[src/rtl/cmd_dispatcher.sv]
// Command dispatcher: decodes a command byte, runs one channel block,
// muxes its transmit requests to the UART, NAKs unknown commands.
// Ports: clk/reset; rx_ready/rx_data from the receiver; tx_active from the
//   transmitter; ch_done/ch_tx_data/ch_tx_start from the channels;
//   ch_activate to the channels; tx_data/tx_start to the transmitter;
//   state_code for the display; err_unknown/err_timeout pulses.
module cmd_dispatcher #(
  parameter int               N_CH           = 4,
  parameter logic [N_CH*8-1:0] CODES         = {8'h72, 8'h71, 8'h22, 8'h21},
  parameter logic [7:0]       NAK_BYTE       = 8'h3F,
  parameter int               TIMEOUT_CYCLES = 0
) (
  input  logic              clk,
  input  logic              reset,
  input  logic              rx_ready,
  input  logic [7:0]        rx_data,
  input  logic              tx_active,
  input  logic [N_CH-1:0]   ch_done,
  input  logic [N_CH*8-1:0] ch_tx_data,
  input  logic [N_CH-1:0]   ch_tx_start,
  output logic [N_CH-1:0]   ch_activate,
  output logic [7:0]        tx_data,
  output logic              tx_start,
  output logic [7:0]        state_code,
  output logic              err_unknown,
  output logic              err_timeout
);

  localparam int SW = (N_CH > 1) ? $clog2(N_CH) : 1;
  localparam int CW = (TIMEOUT_CYCLES > 0) ?
                      $clog2(TIMEOUT_CYCLES + 1) : 1;
  localparam logic [CW-1:0] T_LAST =
    CW'((TIMEOUT_CYCLES > 0) ? TIMEOUT_CYCLES - 1 : 0);

  typedef enum logic [1:0] {
    S_IDLE, S_RUN, S_NAK, S_DRAIN
  } state_t;

  state_t          state_q, state_d;
  logic [SW-1:0]   sel_q, sel_d;
  logic [CW-1:0]   cnt_q, cnt_d;
  logic [N_CH-1:0] act_q, act_d;
  logic [7:0]      txd_q, txd_d;
  logic            txs_q, txs_d;
  logic [7:0]      code_q, code_d;
  logic            unk_q, unk_d;
  logic            to_q, to_d;

  logic            hit;
  logic [SW-1:0]   hit_sel;

  // Parallel compare; scanning downward leaves the lowest match.
  always_comb begin
    hit     = 1'b0;
    hit_sel = '0;
    for (int i = N_CH - 1; i >= 0; i--) begin
      if (rx_data == CODES[8*i +: 8]) begin
        hit     = 1'b1;
        hit_sel = SW'(i);
      end
    end
  end

  always_comb begin
    state_d = state_q;
    sel_d   = sel_q;
    cnt_d   = cnt_q;
    act_d   = act_q;
    txd_d   = txd_q;
    txs_d   = 1'b0;
    unk_d   = 1'b0;
    to_d    = 1'b0;
    code_d  = code_q;
    unique case (state_q)
      S_IDLE: begin
        if (rx_ready) begin
          if (hit) begin
            sel_d          = hit_sel;
            act_d          = '0;
            act_d[hit_sel] = 1'b1;
            cnt_d          = '0;
            state_d        = S_RUN;
          end else begin
            unk_d   = 1'b1;
            state_d = S_NAK;
          end
        end
      end
      S_RUN: begin
        txd_d = ch_tx_data[8*sel_q +: 8];
        txs_d = ch_tx_start[sel_q];
        // Done takes priority over an expiry in the same cycle.
        if (ch_done[sel_q]) begin
          act_d   = '0;
          state_d = S_DRAIN;
        end else if (TIMEOUT_CYCLES != 0) begin
          if (cnt_q == T_LAST) begin
            act_d   = '0;
            to_d    = 1'b1;
            state_d = S_DRAIN;
          end else begin
            cnt_d = cnt_q + 1'b1;
          end
        end
      end
      S_NAK: begin
        if (!tx_active) begin
          txd_d   = NAK_BYTE;
          txs_d   = 1'b1;
          state_d = S_DRAIN;
        end
      end
      S_DRAIN: begin
        if (!rx_ready && !tx_active) begin
          state_d = S_IDLE;
        end
      end
      default: state_d = S_IDLE;
    endcase
    unique case (state_d)
      S_IDLE:  code_d = 8'h00;
      S_RUN:   code_d = CODES[8*sel_d +: 8];
      S_NAK:   code_d = 8'hEE;
      S_DRAIN: code_d = 8'h01;
      default: code_d = 8'h00;
    endcase
  end

  always_ff @(posedge clk or posedge reset) begin
    if (reset) begin
      state_q <= S_IDLE;
      sel_q   <= '0;
      cnt_q   <= '0;
      act_q   <= '0;
      txd_q   <= '0;
      txs_q   <= 1'b0;
      code_q  <= '0;
      unk_q   <= 1'b0;
      to_q    <= 1'b0;
    end else begin
      state_q <= state_d;
      sel_q   <= sel_d;
      cnt_q   <= cnt_d;
      act_q   <= act_d;
      txd_q   <= txd_d;
      txs_q   <= txs_d;
      code_q  <= code_d;
      unk_q   <= unk_d;
      to_q    <= to_d;
    end
  end

  assign ch_activate = act_q;
  assign tx_data     = txd_q;
  assign tx_start    = txs_q;
  assign state_code  = code_q;
  assign err_unknown = unk_q;
  assign err_timeout = to_q;

endmodule

[config.mk]
export PLATFORM = sky130hd
export DESIGN_NAME = cmd_dispatcher
export DESIGN_NICKNAME = d
export VERILOG_FILES = /design/src/rtl/cmd_dispatcher.sv
export SDC_FILE = /design/constraint.sdc
export NUM_CORES = 1
export LEC_CHECK = 0
export ABC_AREA = 1
export CAP_MARGIN = 30
export CORE_ASPECT_RATIO = 1.25
export CORE_MARGIN = 2
export CORE_UTILIZATION = 41
export DETAILED_ROUTE_END_ITERATION = 8
export PLACE_DENSITY = 0.81
export SYNTH_ARGS = -nofsm -noshare
export SYNTH_HDL_FRONTEND = slang
export SYNTH_SLANG_ARGS = --single-unit
[constraint.sdc]
create_clock -name clk -period 2 [get_ports clk]
set_input_delay 0.2 -clock clk [delete_from_list [all_inputs] [get_ports clk]]
set_output_delay 0.2 -clock clk [all_outputs]
set_load 0.01 [all_outputs]
# Word level (Yosys, flattened, before mapping)
# Cells that the tools add are included.
# totals
out_inout_bits	23
register_bits	26
elab_cells	71
in_bits	52
# classes
eq_ne	14
n_reduce_logical	10
shifts	2
n_lt_le_gt_ge	3
n_mux	35
# op_table
operator	n
$pmux 8 s4	1
$shiftx 32x6->8	1
$shiftx 32x6->8 const A	1
$mux 2	12
$eq 8x6->1 const B	2
$eq 8x7->1 const B	2
$pmux 8 s2	1
$mux 4	3
$mux 1	11
$eq 2x2->1 const B	4
$mux 8	1
$ne 2x2->1 const B	4
$pmux 2 s4	1
$pmux 4 s2	1
$lt 2x3->1 const B	2
$bmux 1 s2	2
$eq 2x1->1 const B	2
$logic_not 2->1	2
$reduce_and 4->1	1
$reduce_bool 2->1	2
$demux 1 s2	1
$ge 2x1->1 const B	1
$logic_and 1x1->1	2
$logic_not 1->1	2
other kinds (2)	2

# Depth between registers and ports, before layout
# Gate-level depths: netlist of the first run.
# logic_depth
word_depth	12
depth_mapped	12
mapped_depth_nobuf	12

# Least setup slack after synthesis of the first run
# No wires, ideal clock.
# synth_timing
path_type	register to register
startpoint	reg state_q[1]
endpoint	reg code_q[0], in the netlist state_code[0]
arrival_time_ps	1571
required_time_ps	1879
path_slack_ps	308
stages_incl_launch_ff	13
path_buffers	0
period_less_slack_ps	1692
setup_time_ps	121
path_cell_list	dfrtp_1 > inv_1 > ha_1 > inv_2 > nor2_4 > nand2_1 > o21ai_0 > nand2_1 > nand2_4 > inv_2 > ha_1 > nand3_1 > a21oi_1
# synth_between
elab_chain_cells	4
elab_cells_between_ends	16
classes_between	6 x eq/ne; 1 x shift; 7 x mux; 2 x reduce/logical
# synth_lines
item	line_no	rtl
start, declared	39	state_t state_q, state_d;
start signal, assigned	141	state_q <= state_d;
$eq 2x2->1 (tied with other cells)	74	unique case (state_q)
$pmux 2 s4 *	74	
net state_d[0]	39	
$eq 2x2->1 (tied with other cells)	120	unique case (state_d)
$pmux 8 s4 *	120	
net code_d[0]	45	logic [7:0] code_q, code_d;
end signal, assigned	147	code_q <= code_d;
end, declared	45	
# Mark *: on every way through the listed nets, which the timed path passes. The rest lies on a longest branch.
# A chain may end at the register's enable or synchronous reset.

# Worst setup path in the final report of the first run
# layout_timing
startpoint	reg state_q[0]
endpoint	reg code_q[6], in the netlist state_code[6]
# layout_between
elab_chain_cells	4
elab_cells_between_ends	16
classes_between	6 x eq/ne; 1 x shift; 7 x mux; 2 x reduce/logical
# layout_lines
item	line_no
$eq 2x2->1 (tied with other cells)	74
$pmux 2 s4 *	74
net state_d[0]	39
$eq 2x2->1 (tied with other cells)	120
$pmux 8 s4 *	120
net code_d[6]	45
# Marked as above.

==> results of run 1 <==
[repair_timing]
| action | 4_1_cts | 5_1_grt |
|---|---|---|
| resized for setup | 0 | 5 |
| endpoints found under the setup margin | 0 | 4 |
| setup buffers | 0 | 3 |
[metal layers]
metal,vias to the layer above,GRT usage [%]
li1,818,-
met1,756,20.9
met2,65,36.7
met3,13,4.79
met4,0,9.34
met5,-,0
[stage by stage]
step	worst slack, ns	hold slack [ns]	utilization, %
global route	-0.0389	0.301	65.4
finish	0.0697	0.276	65.4
floorplan	0.308	0.215	-
CTS	0.0760	0.285	64.6
detailed placement	0.0405	0.476	62.7
global placement	0.153	0.461	62.7
[power breakdown]
| part | switching [mW] | internal (mW) | total, mW |
|---|---|---|---|
| Clock | 0.162 | 0.268 | 0.430 |
| Combinational | 0.911 | 0.782 | 1.69 |
| Sequential | 0.0915 | 0.665 | 0.757 |
[worst max path at each step]
stage               endpoint  depth (start not counted)        from
2_1_floorplan  state_code[0]                         12  state_q[1]
3_3_place_gp   state_code[0]                         12  state_q[1]
3_5_place_dp   state_code[0]                         12  rx_data[4]
4_1_cts        state_code[0]                         12  state_q[1]
5_1_grt        state_code[0]                         11  state_q[0]
6_report       state_code[6]                         11  state_q[0]
[cell type report]
type / count / area [µm²]
inverter: 29 / 109
multi-input combinational: 145 / 786
tap: 40 / 50.0
sequential: 24 / 601
fill: 330 / 1280
clock buffer: 3 / 41.3
clock inverter: 1 / 30.0
timing repair buffer: 82 / 798
[worst max-delay path, cell delays in order, from the launching register on]
cell and delay (ns):
dfrtp_1 0.43, inv_1 0.11, ha_1 0.24, nand2_2 0.11, nand2_1 0.09, o21ai_0 0.20
nand2_1 0.14, nand2_4 0.11, inv_2 0.06, ha_2 0.19, nand3_1 0.10, nand2_1 0.05
[placed cells by master (no fill, tap or decap), types with 8 or more instances in the layout]
cell and count:
nor2_1 25, nand3_1 13, dfrtp_1 24, o21ai_0 20, o22ai_1 13, nand2_2 8
inv_1 23, clkdlybuf4s50_1 73, nand2_1 40, buf_4 9
[state kept, by name (all words and copies together) (netlist names)]
name / flops
ch_activate: 4
err_unknown: 1
sel_q: 2
state_code: 6
state_q: 2
tx_data: 8
tx_start: 1
[kinds of logic (layout without fill, tap and decap cells)]
logic type / Yosys count / in the layout / share of synthesized area [%]
simple gates: 95 / 95 / 28.8
compound gates: 41 / 41 / 14.7
buf+inv: 37 / 115 / 11.1
flops: 24 / 24 / 38.7
fa+ha+maj: 8 / 8 / 6.45
other cells: 1 / 1 / 0.242
==> out/metrics.yaml, run 1 <==
ctsRootBufferMaster: "clkbuf_8"
end_kind: "flip-flop"
finalCritPeriodShare_pct: 96.5
start_util_pct: 42.0
place_hpwl_um: 3360
p_total_mw: 2.88
grt_usage_pct: 20.0
ys_top_cells_by_count: "41 x nand2_1, 25 x inv_1, 25 x nor2_1, 24 x dfrtp_1, 20 x o21ai_0"
met2_wirelength_um: 2190
ys.flop_type: "dfrtp_1"
globalplace.congestion: 0.876
synth_edf_count: 0
finClkSkew_ns: 0.00511
path_clk_slew_ns: 0.09
place_inst: 317
syn_area_mm2: 0.00155
drc: 0
seq_area_frac_synth_pct: 38.7
post-synth-top-count-cell: "nand2_1"
gr-total-overflow: 0
crit_type: "reg2reg"
core_mm2: 0.00369
clock_path_buffers: 2
wl_met3_um: 331
status: "finished clean"
ant_nets: 0
syn-instance-count: 206
r2r_end: "state_code[6]"
holdBufCountCts: 0
viasPerCell: 5.10
netlist.area_leader.share_pct: 38.7
numClockSinks: 24
detail_route.wl_per_cell_um: 13.1
grt_max_degree: 25
ys_ff_latch: 24
grt_pass1_vias: 1558
fin_tns_setup_ns: 0
met1_length_um: 1610
period_minus_slack_ns: 1.93
wl_um: 4240
setup_viol: 0
async_flop_share_pct: 100
synthTopCellsByArea: "dfrtp_1 39%, nand2_1 9.9%, ha_1 6.5%, o21ai_0 6.5%, inv_1 6.0%"
ys_warn_count: 0
port_buffers: 73
p_per_area_mw_per_mm2: 1190
required_ns: 2.17
rows: 25
insertion_delay_ns: 0.27
leakage_nw: 1.14
startpoint_type: "flip-flop"
final_nets: 345
cts_tree: "done"
area_delta_synth_final_pct: 55.6
crit-reg2reg-launch: "state_q[0]"
grt_pass1_wl_um: 6640
maxCapViolations: 0
antenna_found_initial: 0
io-pin-count: 75
synth_nets: 266
numCtsBuffers: 3
max_freq_mhz: 518
place_area_mm2: 0.00231
cp.arrival_ns: 2.10
r2r_setup_slack_ns: 0.07
die_area_mm2: 0.00430
dieWidth_um: 59.0
hold_viol: 0
syn_area_per_cell_um2: 7.53
hold_class: "in2async"
top_layer_used: "met4"
ir_drop_v: 0.000551
fin_cells: 324
antennaDiodeCount: 0
synthDistinctLibCells: 24
vias: 1652
reg2regPathDepth: 11
die_height_um: 72.8
critPathMaxFanout: 5
drive_above_1_share_pct: 12.7
final_area_mm2: 0.00241
yosysTopAreaCell: "dfrtp_1"
firstDrtPassIters: 5
drt-initial-drc-count: 64
maxSlewViolCount: 0
htree_levels: 1
Note: power is estimated with default switching activity, not from simulation.
==> inputs of run 2 (changes only) <==
- CTS_CLUSTER_SIZE: not set -> 14
- clock period: 2 -> 2.2 ns (I/O delays scaled with it)
==> run 2 against run 1 <==
Net effect:
- maximum frequency is 3.0% higher
- via count down 3.5%
- clock skew about the same
- cell count is 1.5% lower
- cell area shrank 1.9%
- combinational power decreased by 16%
- sequential power down 8.3%
- clock power fell by 10%
- hold slack better by 0.014 ns
- largest cell class is now multi-input combinational cells
- highest routed layer unchanged
==> out/metrics.yaml, run 2 (synthesis results as in run 1) <==
p_int_mw: 1.50  # -13%
final_cell_mix: "73 x clkdlybuf4s50_1, 41 x nand2_1, 25 x nor2_1, 25 x inv_1, 24 x dfrtp_1"
rows: 25  # unchanged
drive_above_1_share_pct: 9.32  # -3.4 points
die_area_mm2: 0.00430  # unchanged
layout_commonest_cell: "clkdlybuf4s50_1"
finClkSkew_ns: 0.00556  # +0.000447 ns
grt_max_degree: 25  # unchanged
fin_tns_setup_ns: 0  # unchanged
path_clk_slew_ns: 0.09  # about the same
clock_path_buffers: 2  # unchanged
drt-initial-drc-count: 104  # +63%
grt_pass1_wl_um: 6370  # -4.2%
end_kind: "flip-flop"
maxSlewViolCount: 0  # unchanged
start_util_pct: 42.0  # unchanged
holdBufCountCts: 0  # unchanged
wl_um: 4040  # -4.8%
ant_nets: 0  # unchanged
cts-resized-gates: 0  # unchanged
required_ns: 2.36  # +0.19 ns
period_minus_slack_ns: 1.87  # -0.0571 ns
antennaDiodeCount: 0  # unchanged
numCtsBuffers: 3  # unchanged
detail_route.wl_per_cell_um: 12.7  # -3.3%
htree_levels: 1  # unchanged
max_freq_mhz: 534  # +3.0%
ctsRootBufferMaster: "clkbuf_8"
place_hpwl_um: 3250  # -3.4%
cts_setup_buffers: 0  # unchanged
rsz0062_at_grt: "no"
p_per_area_mw_per_mm2: 1050  # -12%
cts_tree: "done"
io-pin-count: 75  # unchanged
final_nets: 340  # -1.4%
p_seq_share_pct: 27.8  # +1.5 points
antenna_found_initial: 0  # unchanged
critPathMaxFanout: 7  # +2
crit_type: "reg2reg"
grt_pass1_vias: 1494  # -4.1%
core_mm2: 0.00369  # unchanged
firstDrtPassIters: 4  # -1
cp.arrival_ns: 2.04  # -0.06 ns
finalCritPeriodShare_pct: 85.1  # -11 points
drc: 0  # unchanged
status: "finished clean"
maxCapViolations: 0  # unchanged
startpoint_type: "flip-flop"
ir_drop_v: 0.000623  # +13%
area_delta_synth_final_pct: 52.7
swShare_pct: 40.1  # -0.33 points
leakage_nw: 1.12  # -1.8%
pwr-share-clk_pct: 15.4  # +0.5 points
setup_viol: 0  # unchanged
hold_viol: 0  # unchanged
vias: 1595  # -3.5%
die_height_um: 72.8  # unchanged
port_buffers: 73  # unchanged
insertion_delay_ns: 0.27  # about the same
largest_reg_flops: 8  # unchanged
dieWidth_um: 59.0  # unchanged
numClockSinks: 24  # unchanged
gr-total-overflow: 0  # unchanged
grt_usage_pct: 19.2  # -0.77 points
hold_class: "in2async"
p_comb_share_pct: 56.8  # -2.0 points
p_switching_mw: 1.00  # -14%
viasPerCell: 5.00  # -1.9%
holdWs_ns: 0.290  # +0.0138 ns
globalplace.congestion: 0.812  # -7.2%
==> run 2: path summary, 6_finish.rpt <==
path / startpoint / cells past startpoint / endpoint / slack, ns
min reg2reg: tx_data[6] / 2 / tx_data[6] / 0.49
max in group asynchronous: reset / 3 / ch_activate[0] / 1.67
max: state_q[1] / 11 / state_code[0] / 0.33
min in group clk: tx_data[6] / 2 / tx_data[6] / 0.49
max reg2reg: state_q[1] / 11 / state_code[0] / 0.33
min: reset / 3 / state_code[6] / 0.29
==> run 2: area by class of cell <==
class,count,area (µm²)
flip-flops and latches,24,601
clock inverters,1,30.0
repair buffers,77,761
inverters,29,109
clock buffers,3,41.3
fillers,321,1320
well taps,40,50.0
multi-input cells,145,778
==> run 2: stage by stage <==
step | utilization (%) | cell area [µm²] | setup WS [ns] | power [mW] | instances
finish | 64.2 | 2370 | 0.327 | 2.50 | 319
global route | 64.2 | 2370 | 0.111 | 2.72 | 319
CTS | 64.2 | 2370 | 0.325 | 2.52 | 319
detailed placement | 62.3 | 2300 | 0.228 | 2.13 | 315
global placement | 62.3 | 2300 | 0.335 | 2.11 | 315
floorplan | - | 1550 | 0.508 | 1.59 | 206
==> run 2: power groups by stage <==
stage	Clock, mW	Sequential, mW	Combinational [mW]
after floorplan	0	0.751	0.841
after CTS	0.394	0.696	1.43
final	0.385	0.694	1.42
after global routing	0.413	0.708	1.59
after detailed placement	0	0.706	1.43
after global placement	0	0.703	1.40
==> run 2: critical path, cell delays in order, from the launching register on <==
cell,delay [ns]
dfrtp_1,0.41
inv_1,0.11
ha_1,0.25
inv_2,0.14
nand2_1,0.08
o21ai_0,0.14
nand2_1,0.11
nand2_4,0.10
inv_2,0.06
ha_1,0.22
nand3_1,0.09
a21oi_1,0.06
==> run 2: layer usage <==
metal	routed length (µm)	track usage, %	share of wire, %	up-vias
li1	-	-	-	809
met1	1570	21.5	39	720
met2	2080	35.8	52	59
met3	326	3.72	8.1	7
met4	59	6.06	1.5	0
met5	0	0	0	-
==> inputs of run 3 (changes only) <==
- CTS_CLUSTER_SIZE: 14 -> not set
- PLACE_DENSITY: 0.81 -> 0.88
==> run 3 against run 2 <==
Net effect:
- clock power fell by 23%
- non-clock buffer count unchanged
- setup slack got worse by 0.096 ns
- sequential cell count stayed put
- routed wire length grew 3.0%
==> out/metrics.yaml, run 3 (synthesis results as in run 1) <==
status: "finished clean"
viasPerCell: 5.14  # +2.9%
wl_um: 4160  # +3.0%
cts_setup_buffers: 0  # unchanged
p_per_area_mw_per_mm2: 1030  # -1.9%
crit_buf_inv: 3  # unchanged
crit_path_top_delay_cell: "dfrtp_1"
clock_path_buffers: 2  # unchanged
grt_usage_pct: 19.1  # -0.093 points
antennaDiodeCount: 0  # unchanged
ant_nets: 0  # unchanged
vias: 1641  # +2.9%
grt_pass1_wl_um: 6360  # -0.11%
ir_drop_v: 0.000639  # +2.6%
grt_max_degree: 25  # unchanged
finClkSkew_ns: 0.00258  # -0.00299 ns
cp.arrival_ns: 2.12  # +0.08 ns
core_mm2: 0.00369  # unchanged
finalCritPeriodShare_pct: 89.5  # +4.4 points
rows: 25  # unchanged
io-pin-count: 75  # unchanged
largest_reg_flops: 8  # unchanged
port_buffers: 73  # unchanged
fin_tns_setup_ns: 0  # unchanged
maxCapViolations: 0  # unchanged
hold_class: "in2async"
pre_cts_ws_ns: 0.185  # -0.0430 ns
cp_slowest_stage_delay_ns: 0.40  # about the same
antenna_found_initial: 0  # unchanged
globalplace.congestion: 0.898  # +11%
reg2regPathDepth: 11  # unchanged
final_nets: 340  # unchanged
insertion_delay_ns: 0.26  # about the same
hold_viol: 0  # unchanged
path_clk_slew_ns: 0.08  # about the same
ctsRootBufferMaster: "clkbuf_8"
numClockSinks: 24  # unchanged
numCtsBuffers: 3  # unchanged
crit_type: "reg2reg"
fin_cells: 319  # unchanged
final_cell_mix: "73 x clkdlybuf4s50_1, 41 x nand2_1, 25 x nor2_1, 25 x inv_1, 24 x dfrtp_1"
end_kind: "flip-flop"
drive_above_1_share_pct: 9.32  # unchanged
rsz0062_at_grt: "no"
detail_route.wl_per_cell_um: 13.1  # +3.0%
crit_family: "adder cells"
timing.final.ws_setup_ns: 0.230  # -0.0965 ns
layout_commonest_cell: "clkdlybuf4s50_1"
dieWidth_um: 59.0  # unchanged
maxSlewViolCount: 0  # unchanged
crit_cells: 11  # unchanged
critPathMaxFanout: 7  # unchanged
setup_viol: 0  # unchanged
grt_pass1_vias: 1556  # +4.1%
cts-resized-gates: 0  # unchanged
place_hpwl_um: 3310  # +2.0%
max_freq_mhz: 508  # -4.9%
die_height_um: 72.8  # unchanged
holdBufCountCts: 0  # unchanged
area_delta_synth_final_pct: 51.7
required_ns: 2.35  # about the same
gr-total-overflow: 0  # unchanged
die_area_mm2: 0.00430  # unchanged
period_minus_slack_ns: 1.97  # +0.0965 ns
start_util_pct: 42.0  # unchanged
cts_tree: "done"
drc: 0  # unchanged
drt-initial-drc-count: 41  # -61%
p_total_mw: 2.43  # -2.6%
leakage_nw: 1.11  # -0.62%
startpoint_type: "flip-flop"
htree_levels: 1  # unchanged
firstDrtPassIters: 4  # unchanged
crit_path_cell_trace: "inv_1 > ha_1 > inv_2 > nand2_1 > o21ai_0 > nand2_1 > nand2_4 > inv_2 > ha_1 > nand3_1 > a21oi_1"
place_inst: 315  # unchanged
## run 3: worst reg2reg max path, stage by stage (launching register included)
cell,delay (ns)
dfrtp_1,0.40
inv_1,0.12
ha_1,0.26
inv_2,0.14
nand2_1,0.08
o21ai_0,0.19
nand2_1,0.13
nand2_4,0.11
inv_2,0.06
ha_1,0.22
nand3_1,0.10
a21oi_1,0.07
## run 3: where the power goes
| group | switching, mW | internal [mW] | leakage, nW |
|---|---|---|---|
| Clock | 0.136 | 0.160 | 0.0288 |
| Combinational | 0.793 | 0.649 | 0.786 |
| Sequential | 0.0909 | 0.605 | 0.300 |
## run 3: path summary, 6_finish.rpt
check | start | end | slack (ns)
max in group asynchronous | reset | tx_data[3] | 1.67
setup / recovery | state_q[1] | state_code[0] | 0.23
setup reg to reg | state_q[1] | state_code[0] | 0.23
hold reg to reg | tx_data[6] | tx_data[6] | 0.49
min in group clk | tx_data[6] | tx_data[6] | 0.49
hold / removal | reset | state_code[4] | 0.30
## run 3: metal layers
| layer | vias to the layer above | track usage, % | wire (µm) |
|---|---|---|---|
| li1 | 810 | - | - |
| met1 | 759 | 19.5 | 1560 |
| met2 | 66 | 37.2 | 2190 |
| met3 | 6 | 4.26 | 353 |
| met4 | 0 | 6.31 | 53 |
| met5 | - | 0 | 0 |
## run 3: cell type report
| class | instances | area [µm²] |
|---|---|---|
| multi-input combinational | 145 | 778 |
| fill | 328 | 1340 |
| inverter | 29 | 109 |
| tap | 40 | 50.0 |
| timing repair buffer | 77 | 761 |
| clock buffer | 4 | 55.1 |
| sequential | 24 | 601 |
## run 3: stage by stage
step	hold WS, ns	util, %	instance area (µm²)
2_1_floorplan	0.235	-	1550
3_3_place_gp	0.462	62.3	2300
3_5_place_dp	0.470	62.3	2300
4_1_cts	0.308	63.8	2350
5_1_grt	0.321	63.8	2350
6_report	0.298	63.8	2350
